==> src/rtl/fetch_queue.sv <==
// rtl/fetch_queue.sv - in-order fetch-to-decode instruction queue with flush (optional bypass: FETCH_QUEUE_BYPASS_EN)
module fetch_queue #(
    parameter int DEPTH      = 4,
    parameter int ADDR_WIDTH = 32,
    parameter int DATA_WIDTH = 32
) (
    input  logic                         clk,
    input  logic                         rst,
    input  logic                         flush,
    input  logic                         in_valid,
    output logic                         in_ready,
    input  logic [ADDR_WIDTH-1:0]        in_pc,
    input  logic [DATA_WIDTH-1:0]        in_inst,
    input  logic                         in_pred_valid,
    input  logic                         in_pred_taken,
    input  logic [ADDR_WIDTH-1:0]        in_pred_target,
    output logic                         out_valid,
    input  logic                         out_ready,
    output logic [ADDR_WIDTH-1:0]        out_pc,
    output logic [DATA_WIDTH-1:0]        out_inst,
    output logic                         out_pred_valid,
    output logic                         out_pred_taken,
    output logic [ADDR_WIDTH-1:0]        out_pred_target,
    output logic [$clog2(DEPTH+1)-1:0]   count
);

    localparam int PTR_W = $clog2(DEPTH);
    localparam int CNT_W = $clog2(DEPTH+1);

    logic [ADDR_WIDTH-1:0] pc_mem     [DEPTH];
    logic [DATA_WIDTH-1:0] inst_mem   [DEPTH];
    logic                  pvalid_mem [DEPTH];
    logic                  ptaken_mem [DEPTH];
    logic [ADDR_WIDTH-1:0] ptgt_mem   [DEPTH];

    logic [PTR_W-1:0] head_q, head_d;
    logic [PTR_W-1:0] tail_q, tail_d;
    logic [CNT_W-1:0] count_q, count_d;

    logic empty;
    logic full;
    logic bypass_active;
    logic enq;
    logic deq;

    assign empty    = (count_q == '0);
    assign full     = (count_q == CNT_W'(DEPTH));
    // Ready depends only on registered occupancy so no combinational path from out_ready.
    assign in_ready = !full;
    assign count    = count_q;

`ifdef FETCH_QUEUE_BYPASS_EN
    assign bypass_active = empty && !flush;
`else
    assign bypass_active = 1'b0;
`endif

    // A bypassed entry that decode takes immediately never touches storage.
    assign enq = in_valid && in_ready && !flush && !(bypass_active && out_ready);
    assign deq = out_valid && out_ready && !flush && !bypass_active;

    // Head entry (or live input when bypassing) presented to decode, zeroed when not valid.
    always_comb begin
        out_valid       = 1'b0;
        out_pc          = '0;
        out_inst        = '0;
        out_pred_valid  = 1'b0;
        out_pred_taken  = 1'b0;
        out_pred_target = '0;
        if (bypass_active) begin
            out_valid = in_valid;
            if (in_valid) begin
                out_pc          = in_pc;
                out_inst        = in_inst;
                out_pred_valid  = in_pred_valid;
                out_pred_taken  = in_pred_taken;
                out_pred_target = in_pred_target;
            end
        end else if (!empty && !flush) begin
            out_valid       = 1'b1;
            out_pc          = pc_mem[head_q];
            out_inst        = inst_mem[head_q];
            out_pred_valid  = pvalid_mem[head_q];
            out_pred_taken  = ptaken_mem[head_q];
            out_pred_target = ptgt_mem[head_q];
        end
    end

    // Pointer and occupancy next state; flush clears everything and wins over any transfer.
    always_comb begin
        head_d  = head_q;
        tail_d  = tail_q;
        count_d = count_q;
        if (flush) begin
            head_d  = '0;
            tail_d  = '0;
            count_d = '0;
        end else begin
            if (enq) tail_d = tail_q + 1'b1;
            if (deq) head_d = head_q + 1'b1;
            if (enq && !deq)      count_d = count_q + CNT_W'(1);
            else if (deq && !enq) count_d = count_q - CNT_W'(1);
        end
    end

    // Control state registers, cleared immediately by reset.
    always_ff @(posedge clk or posedge rst) begin
        if (rst) begin
            head_q  <= '0;
            tail_q  <= '0;
            count_q <= '0;
        end else begin
            head_q  <= head_d;
            tail_q  <= tail_d;
            count_q <= count_d;
        end
    end

    // Entry storage; contents are meaningless until written, so no reset.
    always_ff @(posedge clk) begin
        if (enq) begin
            pc_mem[tail_q]     <= in_pc;
            inst_mem[tail_q]   <= in_inst;
            pvalid_mem[tail_q] <= in_pred_valid;
            ptaken_mem[tail_q] <= in_pred_taken;
            ptgt_mem[tail_q]   <= in_pred_target;
        end
    end

endmodule

==> config.mk <==
export PLATFORM = sky130hd
export DESIGN_NAME = fetch_queue
export DESIGN_NICKNAME = d
export VERILOG_FILES = /design/src/rtl/fetch_queue.sv
export SDC_FILE = /design/constraint.sdc
export NUM_CORES = 1
export LEC_CHECK = 0
export CAP_MARGIN = 20
export CORE_MARGIN = 5
export CORE_UTILIZATION = 60
export CTS_CLUSTER_SIZE = 24
export DETAILED_ROUTE_END_ITERATION = 7
export DONT_BUFFER_PORTS = 1
export GPL_TIMING_DRIVEN = 0
export PLACE_DENSITY_LB_ADDON = 0.3
export SLEW_MARGIN = 40
export SYNTH_ARGS = -nofsm -noshare
export SYNTH_HDL_FRONTEND = slang
export SYNTH_SLANG_ARGS = --single-unit
==> constraint.sdc <==
create_clock -name clk -period 3.49 [get_ports clk]
set_input_delay 0 -clock clk [delete_from_list [all_inputs] [get_ports clk]]
set_output_delay 0 -clock clk [all_outputs]
set_load 0.02 [all_outputs]
==> impl_metrics.yaml <==
run_status:
  status: "finished clean"
clocking:
  cts_made_buffers: 41
  cts_max_path_buffers: 3
  cts.sinks: 399
  ctsHoldBuffers: 104
  cts.htree.levels: 2
  clock_latency_ns: 0.52
  path_clk_slew_ns: 0.06
  post_cts_buffers: 0
  cts_resized: 0
  cts_tree: "done"
  root_buffer: "clkbuf_16"
timing:
  tightestPinTransition_ns: 0.778
  final-setup-viol-count: 0
  period_share_pct: 87.4
  final.setup.tns_ns: 0
  layout_min_cycle_time_ns: 3.05
  slew_violations: 0
  skew_ns: 0.0209
  rsz0062_at_grt: "no"
  max_slew_margin_pct: 48.1
  fmax_ghz: 0.328
  finalHoldViolations: 0
grt:
  use_met1_pct: 27.2
  grt_pass1_wl_um: 45700
  grt_busiest_layer: "met2"
  antenna_found_initial: 2
  grt_max_degree: 37
  met2_usage_pct: 36.5
  grtUsageMet3_pct: 5.66
  overflow: 0
  grt_use_total_pct: 21.0
  grt_pass1_vias: 7714
synth:
  syn_area_um2: 15300
  synthArstFlopShare_pct: 1.75
  synth_cells: 685
  syn-num-nets: 793
  synth_cell_types: 33
  ys.flop_type: "edfxtp_1"
  synth_seq_cells: 399
  synth_area_per_cell_um2: 22.4
  ys_seq_area_share_pct: 78.0
  ys.warnings.count: 0
  synth_edf_count: 392
pwr:
  switchingPower_uw: 2960
  combPwrFrac_pct: 17.8
  internal_power_uw: 8610
  power_density_nw_per_um2: 636
  pwr-share-seq_pct: 48.4
  ir_drop_mv: 0.511
  power_frac_clock_pct: 33.9
  swShare_pct: 25.6
  leakage_uw: 0.00583
routing:
  drt_iter0_markers: 543
  dr_total_vias: 7118
  drc_errors: 0
  ant_nets: 0
  wl_um: 29500
  drt-vias-per-instance: 5.92
  firstDrtPassIters: 5
  wl_per_cell_um: 24.5
floorplanning:
  die_w_um: 170
  core_area_um2: 25200
  die_area_um2: 28800
  start_util_pct: 60.8
  fp.dieH_um: 170
  ios: 206
  rows: 58
min_path:
  hold_end: "inst_mem[2][21]$_DFFE_PP_"
  min_from: "in_inst[21]"
  min_path_cells: 1
  hp-class: "in2reg"
layout:
  drive_gt1_share_pct: 21.9
  final_common_cell: "edfxtp_1"
  layout_common_cells: "edfxtp_1 (392), dlygate4sd3_1 (104), mux4_2 (98), and2_1 (98), clkbuf_16 (41)"
  syn2layout_area_growth_pct: 18.7
  finalNetCount: 949
  final_area_um2: 18200
place:
  port-buffer-count: 0
  hpwl_um: 18800
  routabilityCongestion: 0.741
  post_dp_cell_area_um2: 15900
setup_path:
  critical_path_required_ns: 3.49
  startpoint_type: "register"
  crit_path_end_kind: "primary output"
  r2r_start: "count[2]$_DFFE_PP0P_"
  critical_path_class: "reg2out"
  cp_max_fo: 10
  r2r_end: "count[2]$_DFFE_PP0P_"
  slowest_delay_ns: 0.61
  crit_arrival_ns: 3.05
  r2r_setup_slack_ns: 0.77
  startpoint: "count[2]$_DFFE_PP0P_"
  cp_common_cell: "clkbuf_1"
  ff2ff_path_depth: 10
  slowest_stage: "nor2_2"
  crit_chain: "buf_4 > nor3_1 > nor2_2 > clkbuf_1 > clkbuf_1 > and2_1"
run:
  cap_violations: 0
-- final cells by class --
class	instances	area (µm²)
Antenna cell	2	5.00
Buffer	37	175
Clock buffer	45	1040
Clock inverter	28	175
Fill cell	1403	6990
Inverter	6	22.5
Multi-Input combinational cell	243	3190
Sequential cell	399	11900
Tap cell	330	413
Timing Repair Buffer	113	1220
-- Yosys cell counts, types with 2 or more instances --
cell type | n | share of area (%)
a21oi_1 | 2 | 0.065
and2_1 | 98 | 4.0
and3_2 | 4 | 0.20
buf_2 | 14 | 0.46
buf_6 | 2 | 0.15
clkbuf_1 | 19 | 0.47
dfrtp_1 | 7 | 1.1
edfxtp_1 | 392 | 77
ha_1 | 4 | 0.33
inv_1 | 6 | 0.15
mux2i_1 | 2 | 0.13
mux4_2 | 98 | 14
nand2_1 | 5 | 0.12
nand3_1 | 2 | 0.065
nor2_1 | 6 | 0.15
nor3_1 | 2 | 0.065
xnor2_1 | 3 | 0.17
xor2_1 | 4 | 0.23
-- power by group through the flow --
stage | sequential [µW] | combinational, µW | clock, µW
finish | 5600 | 2050 | 3920
global placement | 5690 | 1860 | 0
global route | 5610 | 2220 | 4240
floorplan | 5680 | 1530 | 0
CTS | 5600 | 2100 | 3980
detailed placement | 5700 | 1940 | 0
-- stage by stage --
| stage | cells | setup WS (ns) | hold WS [ns] | util, % | total power [µW] |
|---|---|---|---|---|---|
| after floorplan | 685 | 0.873 | -0.197 | - | 7210 |
| after global placement | 1015 | 0.0611 | -0.176 | 62.5 | 7560 |
| after detailed placement | 1024 | 0.849 | -0.164 | 63.2 | 7640 |
| after CTS | 1201 | 0.275 | 0.164 | 72.2 | 11700 |
| after global routing | 1203 | 0.236 | 0.167 | 72.2 | 12100 |
| final | 1203 | 0.441 | 0.189 | 72.2 | 11600 |
-- critical path, delay by kind of cell (launching register included) --
| family | cells | cell delay [ns] |
|---|---|---|
| buffers and inverters | 3 | 1.01 |
| AND/OR/NAND/NOR | 3 | 1.02 |
| flip-flops | 1 | 0.47 |
-- sequential cells by signal (all words and copies together), names as in the netlist --
signal and count:
pvalid_mem 4, ptaken_mem 4, pc_mem 128, tail_q 2, head_q 2, inst_mem 128, ptgt_mem 128, count 3
-- layer usage --
metal  vias to the layer above  share of wire [%]
met5                         -                  0
met4                         0                1.6
met3                        39                7.8
met2                       267                 53
met1                      3705                 38
li1                       3107                  -
-- logic make-up after synthesis --
| kind of cell | synth area share, % |
|---|---|
| AOI/OAI and AO/OA | 0.327 |
| xor gates and xnor gates | 0.400 |
| adders and majority gates | 0.457 |
| buffers and inverters | 1.29 |
| DFF | 78.0 |
| muxes | 14.5 |
| and+or+nand+nor | 4.99 |
-- how the worst max path moves through the flow --
stage	end	slack [ns]	cells after the start
after floorplan	inst_mem[0][0]$_DFFE_PP_	0.87	4
after global placement	pc_mem[3][23]$_DFFE_PP_	0.06	4
after detailed placement	count[2]$_DFFE_PP0P_	0.85	10
after global routing	out_inst[20]	0.24	6
after CTS	out_inst[20]	0.27	6
final	out_inst[20]	0.44	6
Note: power is estimated with default switching activity, not from simulation.
